### src/rtl/memory_stage_pkg.sv
// Shared types for the RV64 MEM stage: pipeline register layouts, data bus
// request/response records, access sizes and the MEM handshake states.
package memory_stage_pkg;

    localparam int BUS_BYTES_DEFAULT = 8;

    typedef enum logic [1:0] {
        MSIZE1 = 2'd0,
        MSIZE2 = 2'd1,
        MSIZE4 = 2'd2,
        MSIZE8 = 2'd3
    } msize_t;

    typedef enum logic [1:0] {
        IDLE = 2'd0,
        WAIT = 2'd1,
        HOLD = 2'd2
    } mem_state_t;

    localparam logic [7:0] STROBE_MSIZE1 = 8'h01;
    localparam logic [7:0] STROBE_MSIZE2 = 8'h03;
    localparam logic [7:0] STROBE_MSIZE4 = 8'h0F;
    localparam logic [7:0] STROBE_MSIZE8 = 8'hFF;

    typedef struct packed {
        logic        valid;
        logic [31:0] instr;
        logic [63:0] pc;
        logic        regwrite;
        logic        memread;
        logic        memwrite;
        logic        memtoreg;
        msize_t      msize;
        logic        mem_unsigned;
        logic [63:0] aluout;
        logic [63:0] writedata;
        logic [4:0]  dst;
    } execute_data_t;

    typedef struct packed {
        logic        valid;
        logic [31:0] instr;
        logic [63:0] pc;
        logic        regwrite;
        logic        memread;
        logic        memwrite;
        logic        memtoreg;
        logic [63:0] aluout;
        logic [63:0] readdata;
        logic [4:0]  dst;
    } memory_data_t;

    typedef struct packed {
        logic        valid;
        logic [63:0] addr;
        msize_t      size;
        logic [7:0]  strobe;
        logic [63:0] data;
    } dbus_req_t;

    typedef struct packed {
        logic        addr_ok;
        logic        data_ok;
        logic [63:0] data;
    } dbus_resp_t;

    function automatic logic [7:0] size_mask(input msize_t s);
        case (s)
            MSIZE1:  return STROBE_MSIZE1;
            MSIZE2:  return STROBE_MSIZE2;
            MSIZE4:  return STROBE_MSIZE4;
            default: return STROBE_MSIZE8;
        endcase
    endfunction

    function automatic memory_data_t to_mem(input execute_data_t e, input logic [63:0] rd);
        memory_data_t m;
        m.valid    = e.valid;
        m.instr    = e.instr;
        m.pc       = e.pc;
        m.regwrite = e.regwrite;
        m.memread  = e.memread;
        m.memwrite = e.memwrite;
        m.memtoreg = e.memtoreg;
        m.aluout   = e.aluout;
        m.readdata = rd;
        m.dst      = e.dst;
        return m;
    endfunction

endpackage

### src/rtl/memory_stage_align.sv
// Byte-lane alignment for the data bus: store data/strobe placement, load
// lane extraction with sign/zero extension, and natural-alignment check.
module mem_align
    import memory_stage_pkg::*;
#(
    parameter int BUS_BYTES = BUS_BYTES_DEFAULT
) (
    input  msize_t               msize,
    input  logic [2:0]           addr,
    input  logic                 mem_unsigned,
    input  logic [63:0]          writedata,
    input  logic [63:0]          rdata,
    output logic [BUS_BYTES-1:0] strobe,
    output logic [63:0]          wdata_shifted,
    output logic [63:0]          rdata_extended,
    output logic                 aligned
);

    logic [5:0]  bit_shift;
    logic [63:0] lane;

    assign bit_shift     = {addr, 3'b000};
    assign wdata_shifted = writedata << bit_shift;
    assign strobe        = BUS_BYTES'(size_mask(msize)) << addr;
    assign lane          = rdata >> bit_shift;

    always_comb begin
        rdata_extended = lane;
        aligned        = 1'b1;
        case (msize)
            MSIZE1: begin
                rdata_extended = mem_unsigned ? {56'd0, lane[7:0]}
                                              : {{56{lane[7]}}, lane[7:0]};
            end
            MSIZE2: begin
                rdata_extended = mem_unsigned ? {48'd0, lane[15:0]}
                                              : {{48{lane[15]}}, lane[15:0]};
                aligned        = (addr[0] == 1'b0);
            end
            MSIZE4: begin
                rdata_extended = mem_unsigned ? {32'd0, lane[31:0]}
                                              : {{32{lane[31]}}, lane[31:0]};
                aligned        = (addr[1:0] == 2'b00);
            end
            default: begin
                // Doubleword: the whole bus is the value, nothing to extend.
                rdata_extended = lane;
                aligned        = (addr == 3'b000);
            end
        endcase
    end

endmodule

### src/rtl/memory_stage.sv
// RV64 MEM stage: issues one data bus transaction per load/store, stalls the
// front of the pipe while it is outstanding, and registers the result in dataM.
module memory_stage
    import memory_stage_pkg::*;
#(
    parameter int BUS_BYTES = BUS_BYTES_DEFAULT
) (
    input  logic          clk,
    input  logic          reset,
    input  execute_data_t dataE,
    input  logic          stallM,
    input  logic          flushM,
    output dbus_req_t     dreq,
    input  dbus_resp_t    dresp,
    output logic          mem_busy,
    output memory_data_t  dataM,
    output logic          misalign
);

    mem_state_t           state_reg, state_next;
    memory_data_t         data_m_reg;
    logic                 misalign_reg;
    logic [63:0]          addr_reg;
    msize_t               size_reg;
    logic [BUS_BYTES-1:0] strobe_reg;
    logic [63:0]          wdata_reg;
    logic                 unsigned_reg;
    memory_data_t         entry_reg;
    memory_data_t         held_reg;

    logic                 memop;
    msize_t               align_size;
    logic [2:0]           align_addr;
    logic                 align_unsigned;
    logic [BUS_BYTES-1:0] strobe;
    logic [63:0]          wdata_shifted;
    logic [63:0]          rdata_extended;
    logic                 aligned;
    memory_data_t         loaded_m;
    memory_data_t         misaligned_m;
    logic                 unused_addr_ok;

    assign memop          = dataE.valid & (dataE.memread | dataE.memwrite);
    assign unused_addr_ok = dresp.addr_ok;

    // One aligner serves both directions: issue-side fields come from dataE
    // in IDLE, response-side extension uses the latched request afterwards.
    assign align_size     = (state_reg == IDLE) ? dataE.msize        : size_reg;
    assign align_addr     = (state_reg == IDLE) ? dataE.aluout[2:0]  : addr_reg[2:0];
    assign align_unsigned = (state_reg == IDLE) ? dataE.mem_unsigned : unsigned_reg;

    mem_align #(
        .BUS_BYTES(BUS_BYTES)
    ) u_align (
        .msize         (align_size),
        .addr          (align_addr),
        .mem_unsigned  (align_unsigned),
        .writedata     (dataE.writedata),
        .rdata         (dresp.data),
        .strobe        (strobe),
        .wdata_shifted (wdata_shifted),
        .rdata_extended(rdata_extended),
        .aligned       (aligned)
    );

    always_comb begin
        loaded_m          = entry_reg;
        loaded_m.readdata = entry_reg.memread ? rdata_extended : entry_reg.readdata;
        misaligned_m          = to_mem(dataE, 64'd0);
        misaligned_m.regwrite = 1'b0;
    end

    always_comb begin
        dreq        = '0;
        dreq.valid  = (state_reg == WAIT);
        dreq.addr   = addr_reg;
        dreq.size   = size_reg;
        dreq.strobe = strobe_reg;
        dreq.data   = wdata_reg;
    end

    always_comb begin
        state_next = state_reg;
        mem_busy   = 1'b0;
        case (state_reg)
            IDLE: begin
                if (memop && aligned) begin
                    state_next = WAIT;
                    mem_busy   = 1'b1;
                end
            end
            WAIT: begin
                // Releasing busy in the data_ok cycle lets upstream advance on the same edge.
                if (dresp.data_ok) begin
                    state_next = stallM ? HOLD : IDLE;
                    mem_busy   = stallM;
                end else begin
                    mem_busy   = 1'b1;
                end
            end
            HOLD: begin
                if (!stallM) begin
                    state_next = IDLE;
                end else begin
                    mem_busy   = 1'b1;
                end
            end
            default: state_next = IDLE;
        endcase
    end

    always_ff @(posedge clk) begin
        if (reset) begin
            state_reg    <= IDLE;
            data_m_reg   <= '0;
            misalign_reg <= 1'b0;
            addr_reg     <= '0;
            size_reg     <= MSIZE1;
            strobe_reg   <= '0;
            wdata_reg    <= '0;
            unsigned_reg <= 1'b0;
            entry_reg    <= '0;
            held_reg     <= '0;
        end else begin
            state_reg <= state_next;
            case (state_reg)
                IDLE: begin
                    if (memop && aligned) begin
                        addr_reg     <= dataE.aluout;
                        size_reg     <= dataE.msize;
                        strobe_reg   <= strobe;
                        wdata_reg    <= wdata_shifted;
                        unsigned_reg <= dataE.mem_unsigned;
                        entry_reg    <= to_mem(dataE, 64'd0);
                    end
                    if (!stallM) begin
                        misalign_reg <= 1'b0;
                        if (flushM || !dataE.valid || (memop && aligned)) begin
                            data_m_reg   <= '0;
                        end else if (memop) begin
                            data_m_reg   <= misaligned_m;
                            misalign_reg <= 1'b1;
                        end else begin
                            data_m_reg   <= to_mem(dataE, 64'd0);
                        end
                    end
                end
                WAIT: begin
                    if (dresp.data_ok) begin
                        if (stallM) begin
                            held_reg     <= loaded_m;
                        end else begin
                            data_m_reg   <= loaded_m;
                            misalign_reg <= 1'b0;
                        end
                    end else if (!stallM) begin
                        // Keep writeback seeing bubbles while the access is in flight.
                        data_m_reg   <= '0;
                        misalign_reg <= 1'b0;
                    end
                end
                HOLD: begin
                    if (!stallM) begin
                        data_m_reg   <= held_reg;
                        misalign_reg <= 1'b0;
                    end
                end
                default: ;
            endcase
        end
    end

    assign dataM    = data_m_reg;
    assign misalign = misalign_reg;

endmodule
### config.mk
export PLATFORM = sky130hd
export DESIGN_NAME = memory_stage
export DESIGN_NICKNAME = d
export VERILOG_FILES = /design/src/rtl/memory_stage_pkg.sv /design/src/rtl/memory_stage_align.sv /design/src/rtl/memory_stage.sv
export SDC_FILE = /design/constraint.sdc
export NUM_CORES = 2
export LEC_CHECK = 0
export BUFFER_PORTS_ARGS = -buffer_cell sky130_fd_sc_hd__buf_2
export CAP_MARGIN = 20
export CORE_AREA = 8 8 259 261
export CTS_CLUSTER_DIAMETER = 40
export DETAILED_ROUTE_END_ITERATION = 10
export DIE_AREA = 0 0 267 269
export GPL_TIMING_DRIVEN = 0
export HOLD_SLACK_MARGIN = 0.08
export PLACE_DENSITY = 0.77
export RECOVER_POWER = 100
export SYNTH_ARGS = -nofsm -noshare
export SYNTH_HDL_FRONTEND = slang
export SYNTH_SLANG_ARGS = --single-unit
### constraint.sdc
create_clock -name clk -period 6.29 [get_ports clk]
set_input_delay 0.3145 -clock clk [delete_from_list [all_inputs] [get_ports clk]]
set_output_delay 0.3145 -clock clk [all_outputs]
set_load 0.01 [all_outputs]
==> metrics.md <==
| Metric | Value |
|---|---|
| Initial core utilization | 0.4972 |
| Post-synthesis instance total | 3824 |
| Share of layout cells above drive strength 1 | 0.1356 |
| DRC violations left | 0 |
| Number of cell rows | 92 |
| Violations in the final reports | capacitance limit, slew limit |
| Worst Setup Path Type | register to register |
| Critical Path Sink Type | register |
| Async set-reset flop share out of synthesis | 0 |
| Compound-gate portion of the synthesized area | 0.2524 |
| Final weighted congestion in routability-driven placement | 0.9878 |
| Worst VDD drop | 0.0003138 V |
| Clock transition at path regs | 0.06 ns |
| Synthesized net count | 4136 |
| Aggregate routed wire length | 141.3 mm |
| Top fanout value on the critical path | 10 |
| Overall global routing resource usage | 0.3708 |
| Nets | 5111 |
| Area of all placed cells without fillers | 40670 um2 |
| Sequential fraction of the synthesis area | 0.4595 |
| Initial antenna violation count | 17 |
| Clock sinks | 716 |
| Lkg Pwr | 0.01542 uW |
| Pin count of the biggest net entering global routing | 16 |
| Clock tree from TritonCTS | yes |
| Worst-case setup slack after placement | 2.083 ns |
| HPWL Detailed | 103.5 mm |
| Drt initial violations | 5330 |
| Number of max-slew violations in the final report | 16 |
| Relative area change from synthesis to final layout | 30.39% |
| Average wire per cell in the routed design | 24.60 um |
| Power density over the cells | 321.7 nW/um2 |
| Cells taking the most area after synthesis | sky130_fd_sc_hd__dfxtp_1 46%, sky130_fd_sc_hd__nand2_1 12%, sky130_fd_sc_hd__a21oi_1 6.9% |
| Total count of hold-check failures in the final report | 0 |
| Number of fill cells | 5412 |
| Mapped Avg Cell Area | 8.158 um2 |
| Routed vias | 35200 |
| Combinational family with the most area after synthesis | compound AO/OA/AOI/OAI gates |
| Post-synthesis xor/xnor area fraction | 0 |
| Fraction of the mapped netlist area in simple logic gates | 0.1880 |
| Post-layout minimum cycle time | 5.428 ns |
| Ratio of final minimum period to clock period | 0.8630 |
| H-tree levels | 3 |
| Yosys reg bits | 716 |
| Data required time of the worst path | 6.87 ns |
| Std-Cell Core Area | 62740 um2 |
| Max-cap check violation count | 2 |
| Count of buffers inserted at the top-level ports | 680 |
| Status | complete, but fails checks |
| Sequential Area | 14330 um2 |
| Warnings from Yosys | 0 |
| Kind of launch point of the worst setup path | register |
| Max-slew headroom at the worst pin | -0.3424 |
| Clock latency of the later-clocked register in the worst-skew pair | 0.66 ns |
| Wire length of the first global-routing pass | 206.7 mm |
| Cell accounting for the most synthesized area | sky130_fd_sc_hd__dfxtp_1 |
| Flip-flop cell with the highest count after synthesis | sky130_fd_sc_hd__dfxtp_1 |
| Total CTS buffers | 104 |
| Remaining global-route overflow | 0 |
| Final antenna-violating net count | 0 |
| X dimension of the die | 267 um |
| Cell Area, Placed | 35690 um2 |
| Number of flops mapped to enable cells by yosys | 0 |
| Arrival time worst endpoint | 6.00 ns |
| Share of synthesized cell area in full adder, half adder and majority cells | 0.002005 |
| Die H | 269 um |
| Share of cell area taken by muxes after synthesis | 0.03397 |
| Count of boundary I/O pins | 682 |
| Unrepaired setup endpoints after global routing | no |
| Root buffer selected by CTS | sky130_fd_sc_hd__clkbuf_16 |
| Post-synth top area share | 0.4595 |
| Minimum setup slack in the final design | 0.8616 ns |
| Number of distinct library cell variants in the gate-level netlist after synthesis | 63 |
| Ratio of routed vias to standard cells | 6.126 |
| Total area of multi-input combinational cells | 14800 um2 |
| Setup Skew | 0.02437 ns |
| Final-report setup violation count | 0 |
| Dominant cell by count in the synthesized netlist | sky130_fd_sc_hd__nand2_1 |
| Post-synthesis instance area | 31190 um2 |
| Top cell types by occurrence after synthesis | 1025 x sky130_fd_sc_hd__nand2_1, 716 x sky130_fd_sc_hd__dfxtp_1, 432 x sky130_fd_sc_hd__a21oi_1 |
| Number of global-route vias before repair | 33570 |
| Max Buffers Root-to-Sink | 3 |
| Transition time at the pin with the least slew margin | 2.009 ns |
| Classification of the worst-slack hold path | primary input to register |
| Post-CTS setup-driven buffer insertion count | 0 |
| Number of optimization iterations in the first detailed-route pass | 10 |
| Final setup TNS | 0 ns |
| DIE AREA | 71820 um2 |
| Fmax | 184.2 MHz |
| Fin util | 0.6483 |
[routing by layer]
metal | global-route usage | vias up | share of wire
met4 | 0.2007 | 12 | 0.058
li1 | - | 15610 | -
met2 | 0.5884 | 2409 | 0.45
met1 | 0.4593 | 16650 | 0.37
met3 | 0.09747 | 526 | 0.12
met5 | 0 | - | 0.00052
[path summary, 6_finish.rpt]
path / endpoint / slack (ns) / cells past startpoint / startpoint
setup / recovery: entry_reg[219]$_SDFFE_PP0P_ / 0.86 / 13 / state_reg[1]$_SDFFE_PP0P_
hold / removal: wdata_reg[59]$_SDFFE_PP0P_ / 0.12 / 5 / dataE[64]
setup reg to reg: entry_reg[219]$_SDFFE_PP0P_ / 0.86 / 13 / state_reg[1]$_SDFFE_PP0P_
hold reg to reg: wdata_reg[17]$_SDFFE_PP0P_ / 0.45 / 2 / wdata_reg[17]$_SDFFE_PP0P_
[cell type report]
class	instances	share of cell area
buffer	419	0.04507
sequential	716	0.3524
clock buffer	119	0.06758
timing repair buffer	869	0.1198
inverter	9	0.0008306
tap	846	0.02602
clock inverter	77	0.02362
multi-input combinational	2680	0.3640
antenna	11	0.0006768
[where the power goes]
group / switching, uW / total [uW] / internal [uW]
logic: 1470 / 2110 / 639
clock network: 2380 / 6120 / 3740
registers: 142 / 4850 / 4710
total: 4000 / 13100 / 9090
[metrics by stage]
step                      cells  hold slack [ns]  total power [uW]
after floorplan            3824           0.4248              6047
after global placement     5350           0.4328              6900
after detailed placement   5352           0.4392              6916
after CTS                  5733          0.09105             13060
after global routing       5744           0.1325             13430
final                      5746           0.1192             13080
[cell usage in the layout, fill, tap and decap left out, types with 16 or more instances in the layout]
cell type / netlist / final
sky130_fd_sc_hd__a2bb2oi_1: 20 / 20
sky130_fd_sc_hd__a22oi_1: 43 / 43
sky130_fd_sc_hd__a31oi_1: 33 / 33
sky130_fd_sc_hd__buf_4: 85 / 17
sky130_fd_sc_hd__o31ai_1: 13 / 18
sky130_fd_sc_hd__clkinvlp_4: 0 / 17
sky130_fd_sc_hd__mux2i_1: 75 / 77
sky130_fd_sc_hd__nor3b_1: 27 / 27
sky130_fd_sc_hd__clkbuf_1: 275 / 661
sky130_fd_sc_hd__nor2_1: 267 / 267
sky130_fd_sc_hd__nand2_1: 1025 / 1025
sky130_fd_sc_hd__clkbuf_4: 0 / 46
sky130_fd_sc_hd__a222oi_1: 175 / 175
sky130_fd_sc_hd__clkbuf_16: 0 / 104
sky130_fd_sc_hd__a22o_1: 170 / 170
sky130_fd_sc_hd__nand3_1: 106 / 106
sky130_fd_sc_hd__dlygate4sd3_1: 0 / 185
sky130_fd_sc_hd__o21ai_0: 43 / 86
sky130_fd_sc_hd__o31ai_2: 20 / 16
sky130_fd_sc_hd__a21oi_1: 432 / 432
sky130_fd_sc_hd__a311oi_1: 24 / 24
sky130_fd_sc_hd__buf_2: 42 / 373
sky130_fd_sc_hd__dfxtp_1: 716 / 716
sky130_fd_sc_hd__nor3_1: 22 / 24
[worst max-delay path: stages, from the launching register on]
cell and delay (ns):
sky130_fd_sc_hd__dfxtp_1 0.34, sky130_fd_sc_hd__inv_1 0.11, sky130_fd_sc_hd__ha_1 0.15, sky130_fd_sc_hd__clkbuf_1 0.28, sky130_fd_sc_hd__clkbuf_1 0.44, sky130_fd_sc_hd__mux2i_1 0.84
sky130_fd_sc_hd__a21oi_1 0.21, sky130_fd_sc_hd__a211oi_1 0.69, sky130_fd_sc_hd__and2_0 0.21, sky130_fd_sc_hd__clkbuf_1 0.45, sky130_fd_sc_hd__clkbuf_1 0.72, sky130_fd_sc_hd__clkbuf_1 0.57
sky130_fd_sc_hd__nand2_1 0.14, sky130_fd_sc_hd__a21oi_1 0.16
[kinds of logic (layout without fill, tap and decap cells)]
kind of cell,count (synthesis),in the layout
AOI/OAI and AO/OA,1111,1111
adders and majority gates,5,5
muxes,92,92
other,0,11
buffers and inverters,428,1493
DFF,716,716
and+or+nand+nor,1472,1472
[what timing repair did]
item,CTS,global route
endpoints found under the hold margin,361,0
endpoints found under the setup margin,0,0
hold buffers,185,0
gates resized for setup,0,0
Note: power is estimated with default switching activity, not from simulation.
